`src/rtl/interlaken_rx_lane_ctrl_if.sv`:
```
// Purpose: lane-side signal bundle between gearbox/descrambler glue and the rx lane bring-up controller.
// Latency: none, wires only; the controller registers every output it drives here.
// Backpressure: none, level/pulse signals with no handshake.
interface interlaken_rx_lane_ctrl_if;
  logic       enable;             // lane enable, low forces IDLE
  logic [1:0] rx_header;          // 64b/67b sync header from gearbox
  logic       rx_header_vld;      // rx_header qualifier
  logic       descr_locked;       // descrambler LOCKED
  logic       bitslip;            // one-cycle slip request to gearbox
  logic       descr_passthrough;  // high holds descrambler in reset state
  logic       hdr_locked;         // sync-header lock status
  logic       lane_up;            // lane fully aligned
  logic [2:0] state;              // FSM state encoding
  logic [7:0] lane_down_cnt;      // saturating count of lane_up falls

  // Stimulus / environment side
  modport master (
    output enable, rx_header, rx_header_vld, descr_locked,
    input  bitslip, descr_passthrough, hdr_locked, lane_up, state, lane_down_cnt
  );

  // Controller side
  modport slave (
    input  enable, rx_header, rx_header_vld, descr_locked,
    output bitslip, descr_passthrough, hdr_locked, lane_up, state, lane_down_cnt
  );
endinterface

```
`src/rtl/interlaken_rx_lane_ctrl.sv`:
```
// Purpose: per-lane rx bring-up: bitslip hunt for sync-header lock, then descrambler lock supervision.
// Latency: every output registered, visible the cycle after the qualifying input.
// Backpressure: none; headers with rx_header_vld low are ignored by all header counters.
module interlaken_rx_lane_ctrl #(
  parameter int HDR_LOCK_CNT  = 64,
  parameter int HDR_WIN       = 64,
  parameter int HDR_BAD_MAX   = 16,
  parameter int SLIP_WAIT     = 32,
  parameter int DESCR_TIMEOUT = 4096,
  parameter int DESCR_RETRIES = 3
) (
  input  logic                    user_clk_i,
  input  logic                    system_reset_n_i,
  interlaken_rx_lane_ctrl_if.slave lane
);

  localparam int SH_W  = $clog2(HDR_LOCK_CNT) + 1;
  localparam int WIN_W = $clog2(HDR_WIN) + 1;
  localparam int BAD_W = $clog2(HDR_BAD_MAX) + 1;
  localparam int SLP_W = $clog2(SLIP_WAIT) + 1;
  localparam int TMR_W = $clog2(DESCR_TIMEOUT) + 1;
  localparam int RTY_W = $clog2(DESCR_RETRIES) + 1;

  // Terminal values: each counter acts on the event that would bring it to its limit.
  localparam logic [SH_W-1:0]  SH_LAST  = SH_W'(HDR_LOCK_CNT - 1);
  localparam logic [WIN_W-1:0] WIN_LAST = WIN_W'(HDR_WIN - 1);
  localparam logic [BAD_W-1:0] BAD_LAST = BAD_W'(HDR_BAD_MAX - 1);
  localparam logic [SLP_W-1:0] SLP_LAST = SLP_W'(SLIP_WAIT - 1);
  localparam logic [TMR_W-1:0] TMR_LAST = TMR_W'(DESCR_TIMEOUT - 1);
  localparam logic [RTY_W-1:0] RTY_MAX  = RTY_W'(DESCR_RETRIES);

  typedef enum logic [2:0] {
    ST_IDLE       = 3'b000,
    ST_HUNT       = 3'b001,
    ST_SLIP       = 3'b010,
    ST_DESCR_WAIT = 3'b011,
    ST_REARM      = 3'b100,
    ST_UP         = 3'b101
  } state_t;

  state_t            state_q, state_d;
  logic [SH_W-1:0]   sh_cnt_q, sh_cnt_d;
  logic [SLP_W-1:0]  slip_cnt_q, slip_cnt_d;
  logic [TMR_W-1:0]  timer_q, timer_d;
  logic [RTY_W-1:0]  retry_q, retry_d;
  logic [WIN_W-1:0]  win_cnt_q, win_cnt_d;
  logic [BAD_W-1:0]  bad_cnt_q, bad_cnt_d;
  logic              bitslip_q, bitslip_d;
  logic              pass_q, pass_d;
  logic              hdr_locked_q, hdr_locked_d;
  logic              lane_up_q, lane_up_d;
  logic [7:0]        down_cnt_q, down_cnt_d;

  logic       hdr_good;
  logic       hdr_bad;
  logic       hdr_loss;
  logic [7:0] down_cnt_inc;

  // 01/10 are legal sync headers, 00/11 are not; only qualified cycles count.
  assign hdr_good     = lane.rx_header_vld & (lane.rx_header[1] ^ lane.rx_header[0]);
  assign hdr_bad      = lane.rx_header_vld & ~(lane.rx_header[1] ^ lane.rx_header[0]);
  assign down_cnt_inc = (down_cnt_q == 8'hFF) ? 8'hFF : down_cnt_q + 8'd1;

  assign lane.bitslip           = bitslip_q;
  assign lane.descr_passthrough = pass_q;
  assign lane.hdr_locked        = hdr_locked_q;
  assign lane.lane_up           = lane_up_q;
  assign lane.state             = state_q;
  assign lane.lane_down_cnt     = down_cnt_q;

  // Next-state and registered-output decode; enable low overrides everything but reset.
  always_comb begin
    state_d      = state_q;
    sh_cnt_d     = sh_cnt_q;
    slip_cnt_d   = slip_cnt_q;
    timer_d      = timer_q;
    retry_d      = retry_q;
    win_cnt_d    = win_cnt_q;
    bad_cnt_d    = bad_cnt_q;
    bitslip_d    = 1'b0;
    pass_d       = pass_q;
    hdr_locked_d = hdr_locked_q;
    lane_up_d    = lane_up_q;
    down_cnt_d   = down_cnt_q;
    hdr_loss     = 1'b0;

    if (!lane.enable) begin
      state_d      = ST_IDLE;
      sh_cnt_d     = '0;
      slip_cnt_d   = '0;
      timer_d      = '0;
      retry_d      = '0;
      win_cnt_d    = '0;
      bad_cnt_d    = '0;
      pass_d       = 1'b1;
      hdr_locked_d = 1'b0;
      lane_up_d    = 1'b0;
    end else begin
      unique case (state_q)
        ST_IDLE: begin
          sh_cnt_d = '0;
          state_d  = ST_HUNT;
        end

        ST_HUNT: begin
          if (hdr_bad) begin
            bitslip_d  = 1'b1;
            sh_cnt_d   = '0;
            slip_cnt_d = '0;
            state_d    = ST_SLIP;
          end else if (hdr_good) begin
            if (sh_cnt_q == SH_LAST) begin
              sh_cnt_d     = '0;
              hdr_locked_d = 1'b1;
              pass_d       = 1'b0;
              timer_d      = '0;
              retry_d      = '0;
              win_cnt_d    = '0;
              bad_cnt_d    = '0;
              state_d      = ST_DESCR_WAIT;
            end else begin
              sh_cnt_d = sh_cnt_q + SH_W'(1);
            end
          end
        end

        // Gearbox needs time to settle after a slip; headers are not looked at here.
        ST_SLIP: begin
          if (slip_cnt_q == SLP_LAST) begin
            slip_cnt_d = '0;
            sh_cnt_d   = '0;
            state_d    = ST_HUNT;
          end else begin
            slip_cnt_d = slip_cnt_q + SLP_W'(1);
          end
        end

        ST_DESCR_WAIT, ST_REARM, ST_UP: begin
          // Header monitor; the last allowed bad header beats a coincident window end.
          if (hdr_bad && (bad_cnt_q == BAD_LAST)) begin
            hdr_loss = 1'b1;
          end else if (lane.rx_header_vld) begin
            if (win_cnt_q == WIN_LAST) begin
              win_cnt_d = '0;
              bad_cnt_d = '0;
            end else begin
              win_cnt_d = win_cnt_q + WIN_W'(1);
              if (hdr_bad) bad_cnt_d = bad_cnt_q + BAD_W'(1);
            end
          end

          if (hdr_loss) begin
            if (lane_up_q) down_cnt_d = down_cnt_inc;
            lane_up_d    = 1'b0;
            hdr_locked_d = 1'b0;
            pass_d       = 1'b1;
            win_cnt_d    = '0;
            bad_cnt_d    = '0;
            sh_cnt_d     = '0;
            state_d      = ST_HUNT;
          end else if (state_q == ST_REARM) begin
            pass_d  = 1'b0;
            timer_d = '0;
            state_d = ST_DESCR_WAIT;
          end else if (state_q == ST_UP) begin
            // Descrambler dropped lock: keep it out of reset and let it re-lock on its own.
            if (!lane.descr_locked) begin
              lane_up_d  = 1'b0;
              down_cnt_d = down_cnt_inc;
              timer_d    = '0;
              retry_d    = '0;
              state_d    = ST_DESCR_WAIT;
            end
          end else begin
            if (lane.descr_locked) begin
              lane_up_d = 1'b1;
              state_d   = ST_UP;
            end else if (timer_q == TMR_LAST) begin
              if (retry_q < RTY_MAX) begin
                retry_d = retry_q + RTY_W'(1);
                pass_d  = 1'b1;
                state_d = ST_REARM;
              end else begin
                // Retries exhausted: header alignment is suspect, slip and hunt again.
                hdr_locked_d = 1'b0;
                pass_d       = 1'b1;
                bitslip_d    = 1'b1;
                slip_cnt_d   = '0;
                state_d      = ST_SLIP;
              end
            end else begin
              timer_d = timer_q + TMR_W'(1);
            end
          end
        end

        default: begin
          state_d      = ST_IDLE;
          pass_d       = 1'b1;
          hdr_locked_d = 1'b0;
          lane_up_d    = 1'b0;
        end
      endcase
    end
  end

  // State, counters and output registers; async reset to the idle/passthrough condition.
  always_ff @(posedge user_clk_i or negedge system_reset_n_i) begin
    if (!system_reset_n_i) begin
      state_q      <= ST_IDLE;
      sh_cnt_q     <= '0;
      slip_cnt_q   <= '0;
      timer_q      <= '0;
      retry_q      <= '0;
      win_cnt_q    <= '0;
      bad_cnt_q    <= '0;
      bitslip_q    <= 1'b0;
      pass_q       <= 1'b1;
      hdr_locked_q <= 1'b0;
      lane_up_q    <= 1'b0;
      down_cnt_q   <= 8'd0;
    end else begin
      state_q      <= state_d;
      sh_cnt_q     <= sh_cnt_d;
      slip_cnt_q   <= slip_cnt_d;
      timer_q      <= timer_d;
      retry_q      <= retry_d;
      win_cnt_q    <= win_cnt_d;
      bad_cnt_q    <= bad_cnt_d;
      bitslip_q    <= bitslip_d;
      pass_q       <= pass_d;
      hdr_locked_q <= hdr_locked_d;
      lane_up_q    <= lane_up_d;
      down_cnt_q   <= down_cnt_d;
    end
  end

endmodule

```
`src/flat_wrapper.sv`:
```
// flat-port wrapper written by rule: the top's interface ports become plain ports
module interlaken_rx_lane_ctrl_flat 
#(
  parameter int HDR_LOCK_CNT  = 64,
  parameter int HDR_WIN       = 64,
  parameter int HDR_BAD_MAX   = 16,
  parameter int SLIP_WAIT     = 32,
  parameter int DESCR_TIMEOUT = 4096,
  parameter int DESCR_RETRIES = 3
)
  (user_clk_i, system_reset_n_i, lane_enable, lane_rx_header, lane_rx_header_vld, lane_descr_locked, lane_bitslip, lane_descr_passthrough, lane_hdr_locked, lane_lane_up, lane_state, lane_lane_down_cnt);
  interlaken_rx_lane_ctrl_if lane_i ();
  input  logic user_clk_i;
  input  logic system_reset_n_i;
  input wire logic [$bits(lane_i.enable)-1:0] lane_enable;
  input wire logic [$bits(lane_i.rx_header)-1:0] lane_rx_header;
  input wire logic [$bits(lane_i.rx_header_vld)-1:0] lane_rx_header_vld;
  input wire logic [$bits(lane_i.descr_locked)-1:0] lane_descr_locked;
  output wire logic [$bits(lane_i.bitslip)-1:0] lane_bitslip;
  output wire logic [$bits(lane_i.descr_passthrough)-1:0] lane_descr_passthrough;
  output wire logic [$bits(lane_i.hdr_locked)-1:0] lane_hdr_locked;
  output wire logic [$bits(lane_i.lane_up)-1:0] lane_lane_up;
  output wire logic [$bits(lane_i.state)-1:0] lane_state;
  output wire logic [$bits(lane_i.lane_down_cnt)-1:0] lane_lane_down_cnt;
  assign lane_i.enable = lane_enable;
  assign lane_i.rx_header = lane_rx_header;
  assign lane_i.rx_header_vld = lane_rx_header_vld;
  assign lane_i.descr_locked = lane_descr_locked;
  assign lane_bitslip = lane_i.bitslip;
  assign lane_descr_passthrough = lane_i.descr_passthrough;
  assign lane_hdr_locked = lane_i.hdr_locked;
  assign lane_lane_up = lane_i.lane_up;
  assign lane_state = lane_i.state;
  assign lane_lane_down_cnt = lane_i.lane_down_cnt;
  interlaken_rx_lane_ctrl #(.HDR_LOCK_CNT(HDR_LOCK_CNT), .HDR_WIN(HDR_WIN), .HDR_BAD_MAX(HDR_BAD_MAX), .SLIP_WAIT(SLIP_WAIT), .DESCR_TIMEOUT(DESCR_TIMEOUT), .DESCR_RETRIES(DESCR_RETRIES)) u_core (.user_clk_i(user_clk_i), .system_reset_n_i(system_reset_n_i), .lane(lane_i));
endmodule
```
`config.mk`:
```
export PLATFORM = sky130hd
export DESIGN_NAME = interlaken_rx_lane_ctrl_flat
export DESIGN_NICKNAME = d
export VERILOG_FILES = /design/src/rtl/interlaken_rx_lane_ctrl_if.sv /design/src/rtl/interlaken_rx_lane_ctrl.sv /design/src/flat_wrapper.sv
export SDC_FILE = /design/constraint.sdc
export NUM_CORES = 1
export LEC_CHECK = 0
export CAP_MARGIN = 40
export CORE_ASPECT_RATIO = 0.9
export CORE_MARGIN = 2
export CORE_UTILIZATION = 50
export DETAILED_ROUTE_END_ITERATION = 12
export PLACE_DENSITY = 0.69
export SETUP_SLACK_MARGIN = 0.5
export SLEW_MARGIN = 20
export SYNTH_ARGS = -nofsm -noshare
export SYNTH_HDL_FRONTEND = slang
export SYNTH_SLANG_ARGS = --single-unit
```
`constraint.sdc`:
```
create_clock -name user_clk_i -period 2.5 [get_ports user_clk_i]
set_input_delay 0.375 -clock user_clk_i [delete_from_list [all_inputs] [get_ports user_clk_i]]
set_output_delay 0.375 -clock user_clk_i [all_outputs]
set_load 0.01 [all_outputs]
```
==> run metrics <==
yosys warns 0; pwr dens 636.2 nW/um^2; synth top area cells dfrtp_1 40%, nand2_1 4.2%, o21ai_0 4.2%, a31oi_1 3.6%, nand3_1 3.3%; core footprint 6656 sq um; antenna diode count 0; Reg2Reg Setup Slack 0.40 ns; post-synthesis adder-cell area fraction 0.02884; First-pass DRT Iterations 5; commonest non-fill, non-tap cell in the layout buf_4; startpoint type of the worst setup path register; CP endpoint kind register; mux contribution to synthesized area 0.02235; Yosys top cell by area dfrtp_1; IO Port Bufs 21; Hold Violations, Final 0; number of max-cap violations 0; WP data required 2.72 ns; outcome complete, no violations; syn_area_per_cell 8.922 sq um; initial antenna violation count 0; root buffer cell clkbuf_8; IO Pins 22; Rows 28; async set or reset register ratio after synthesis 1.000; FF+latch count, synth 56; Total GRT Usage 0.2237; die area 7625 sq um; Crit Path Max Fanout 5; crit path kind register to register; Slew @ Worst Pin 0.7076 ns; final setup vio count 0; GPL Wtd Cong 0.9197; first-pass GRT wire length 14,040 um; Simple-Gate Fraction of Synth Area 0.2621; Final Max Slew Viols 0; xor and xnor area share after synthesis 0.009733; Layout Utilization 0.6705; CP arrival 2.32 ns; Distinct cells, synth 64; RSZ-0062 raised after global routing true; Final period util 0.8404; EDFF count, synth 0; Fmax 476.0 MHz; Top FF cell, synth dfrtp_1; 1st-iter DRT viols 255; Setup TNS 0 ns; area growth from synthesis to layout 28.59%; CTS Buffer Depth 2; DRC 0; main combinational cell family by area after synthesis simple AND/OR/NAND/NOR gates; post-DP HPWL 6098 um; commonest non-fill, non-tap cells in the layout 53 x buf_4, 47 x dfrtp_1, 36 x nand2_1, 24 x nor2_1, 23 x o21ai_0; H-Tree Depth 2; Pleak 1.965 nW; slowest CP cell dfrtp_1; syn nets 404; CTS tree built; worst skew pair latency 0.32 ns; Gate Count Post-Synth 389; die span in x 91.83 um; CTS Buf Count 5; type of the most critical hold path input port to asynchronous set/reset pin; fin crit period 2.101 ns; vias per inst 5.949; Compound-Gate Fraction of Synth Area 0.2376; Slew headroom 0.5283; Starting Density 0.5214; CTS Sinks 56; largest net degree at the start of global routing 57; WL/cell 15.93 um; sequential share of the synthesized area 0.4041; Die H 83.04 um; final hold slack 0.1757 ns; VDD IR max 0.0003807 V; top-area cell type share of the netlist area 0.3965; vias in the first global route 2,919; nets@finish 473; DRT Wirelength 8746 um; layout cells sized above 1 0.2810; crit-path cells ha_2 -> and3_4 -> ha_4 -> and2_4 -> a211o_1 -> a21oi_2 -> and4_1 -> mux2_4; Congestion Overflow GR 0; Clock Skew 0.008950 ns; mapped cell area 3471 sq um; crit-path max cell delay 0.40 ns; clock slew at reported path FFs 0.11 ns; Tot Pwr 2.839 mW; final antenna-violating net count 0; DR vias 3,266
==> synth_stat cells (all sizes together) (4+ instances only) <==
| cell | n |
|---|---|
| nand2b | 13 |
| nor3 | 5 |
| a21oi | 20 |
| buf | 10 |
| and2 | 4 |
| nor4 | 4 |
| dfrtp | 55 |
| ha | 8 |
| clkbuf | 5 |
| a31oi | 20 |
| nand4 | 7 |
| nand3 | 23 |
| o21ai | 31 |
| inv | 14 |
| mux2i | 4 |
| o211ai | 5 |
| and3 | 13 |
| a21o | 5 |
| nor2b | 6 |
| o21a | 4 |
| nand2 | 39 |
| nor2 | 29 |
| o31ai | 5 |
| a211oi | 4 |
==> kinds of logic (layout without fill, tap and decap cells) <==
family | Yosys count | count (layout)
compound gates | 122 | 122
fa+ha+maj | 8 | 8
xor+xnor | 3 | 3
buf+inv | 29 | 99
flops | 56 | 56
mux | 7 | 7
simple gates | 164 | 164
==> layer usage <==
metal  global-route usage  part of all wire  vias to the layer above  routed length, um
li1                     -                 -                     1601                  -
met1               0.3409              0.49                     1560               4266
met2               0.3409              0.45                       95               3925
met3              0.02995             0.052                       10                454
met4              0.04749             0.011                        0                 99
met5                    0                 0                        -                  0
==> worst max-delay path: cells and delay by family (launching register included) <==
kind / cells / cell delay (ns)
multiplexers: 1 / 0.30
flip-flops: 1 / 0.40
AND/OR/NAND/NOR: 3 / 0.53
AO/OA/AOI/OAI: 2 / 0.44
adder cells (fa/ha/maj): 2 / 0.35
==> repair_timing <==
action / in CTS / in global routing
resized for setup: 22 / 36
endpoints found under the setup margin: 51 / 50
setup buffers: 7 / 20
gates cloned: 0 / 0
hold endpoints to repair: 0 / 0
pin swaps: 4 / 18
hold buffers: 0 / 0
==> cell type report <==
class / instances / area [sq um]
clock buffer: 5 / 68.82
clock inverter: 3 / 23.77
fill: 536 / 2193
inverter: 14 / 52.55
multi-input combinational: 304 / 2157
sequential: 56 / 1413
tap: 90 / 112.6
timing repair buffer: 77 / 635.6
==> final timing paths <==
path / start / end / cells after the start
worst max-delay path: u_core.bad_cnt_q[1]$_DFFE_PN0P_ / u_core.lane.lane_down_cnt[4]$_DFFE_PN0P_ / 8
worst min-delay path: system_reset_n_i / u_core.timer_q[11]$_DFFE_PN0P_ / 2
worst max register to register: u_core.bad_cnt_q[1]$_DFFE_PN0P_ / u_core.lane.lane_down_cnt[4]$_DFFE_PN0P_ / 8
worst min register to register: u_core.lane.descr_passthrough$_DFFE_PN1P_ / u_core.lane.descr_passthrough$_DFFE_PN1P_ / 2
max in group asynchronous: system_reset_n_i / u_core.timer_q[4]$_DFFE_PN0P_ / 2
min in group user_clk_i: u_core.lane.descr_passthrough$_DFFE_PN1P_ / u_core.lane.descr_passthrough$_DFFE_PN1P_ / 2
==> power breakdown <==
group | leakage [nW] | switching (mW) | internal (mW)
clock | 0.0404 | 0.317 | 0.199
combinational | 1.17 | 0.611 | 0.582
sequential | 0.753 | 0.136 | 0.994
total | 1.97 | 1.06 | 1.78
==> state kept, by name, indices dropped and copies added, names as in the netlist <==
name	flops
u_core.bad_cnt_q	5
u_core.lane.bitslip	1
u_core.lane.descr_passthrough	1
u_core.lane.hdr_locked	1
u_core.lane.lane_down_cnt	8
u_core.lane.lane_up	1
u_core.lane.state	3
u_core.retry_q	3
u_core.sh_cnt_q	7
u_core.slip_cnt_q	6
u_core.timer_q	13
u_core.win_cnt_q	7
==> through the flow <==
stage                     instances  setup slack (ns)  area [sq um]
final                           549            0.3990          4463
after global routing            549            0.3472          4463
after CTS                       529            0.4072          4178
after detailed placement        514           0.08520          3960
after global placement          514            0.1136          3960
after floorplan                 389            0.3912          3496
Note: power is estimated with default switching activity, not from simulation.
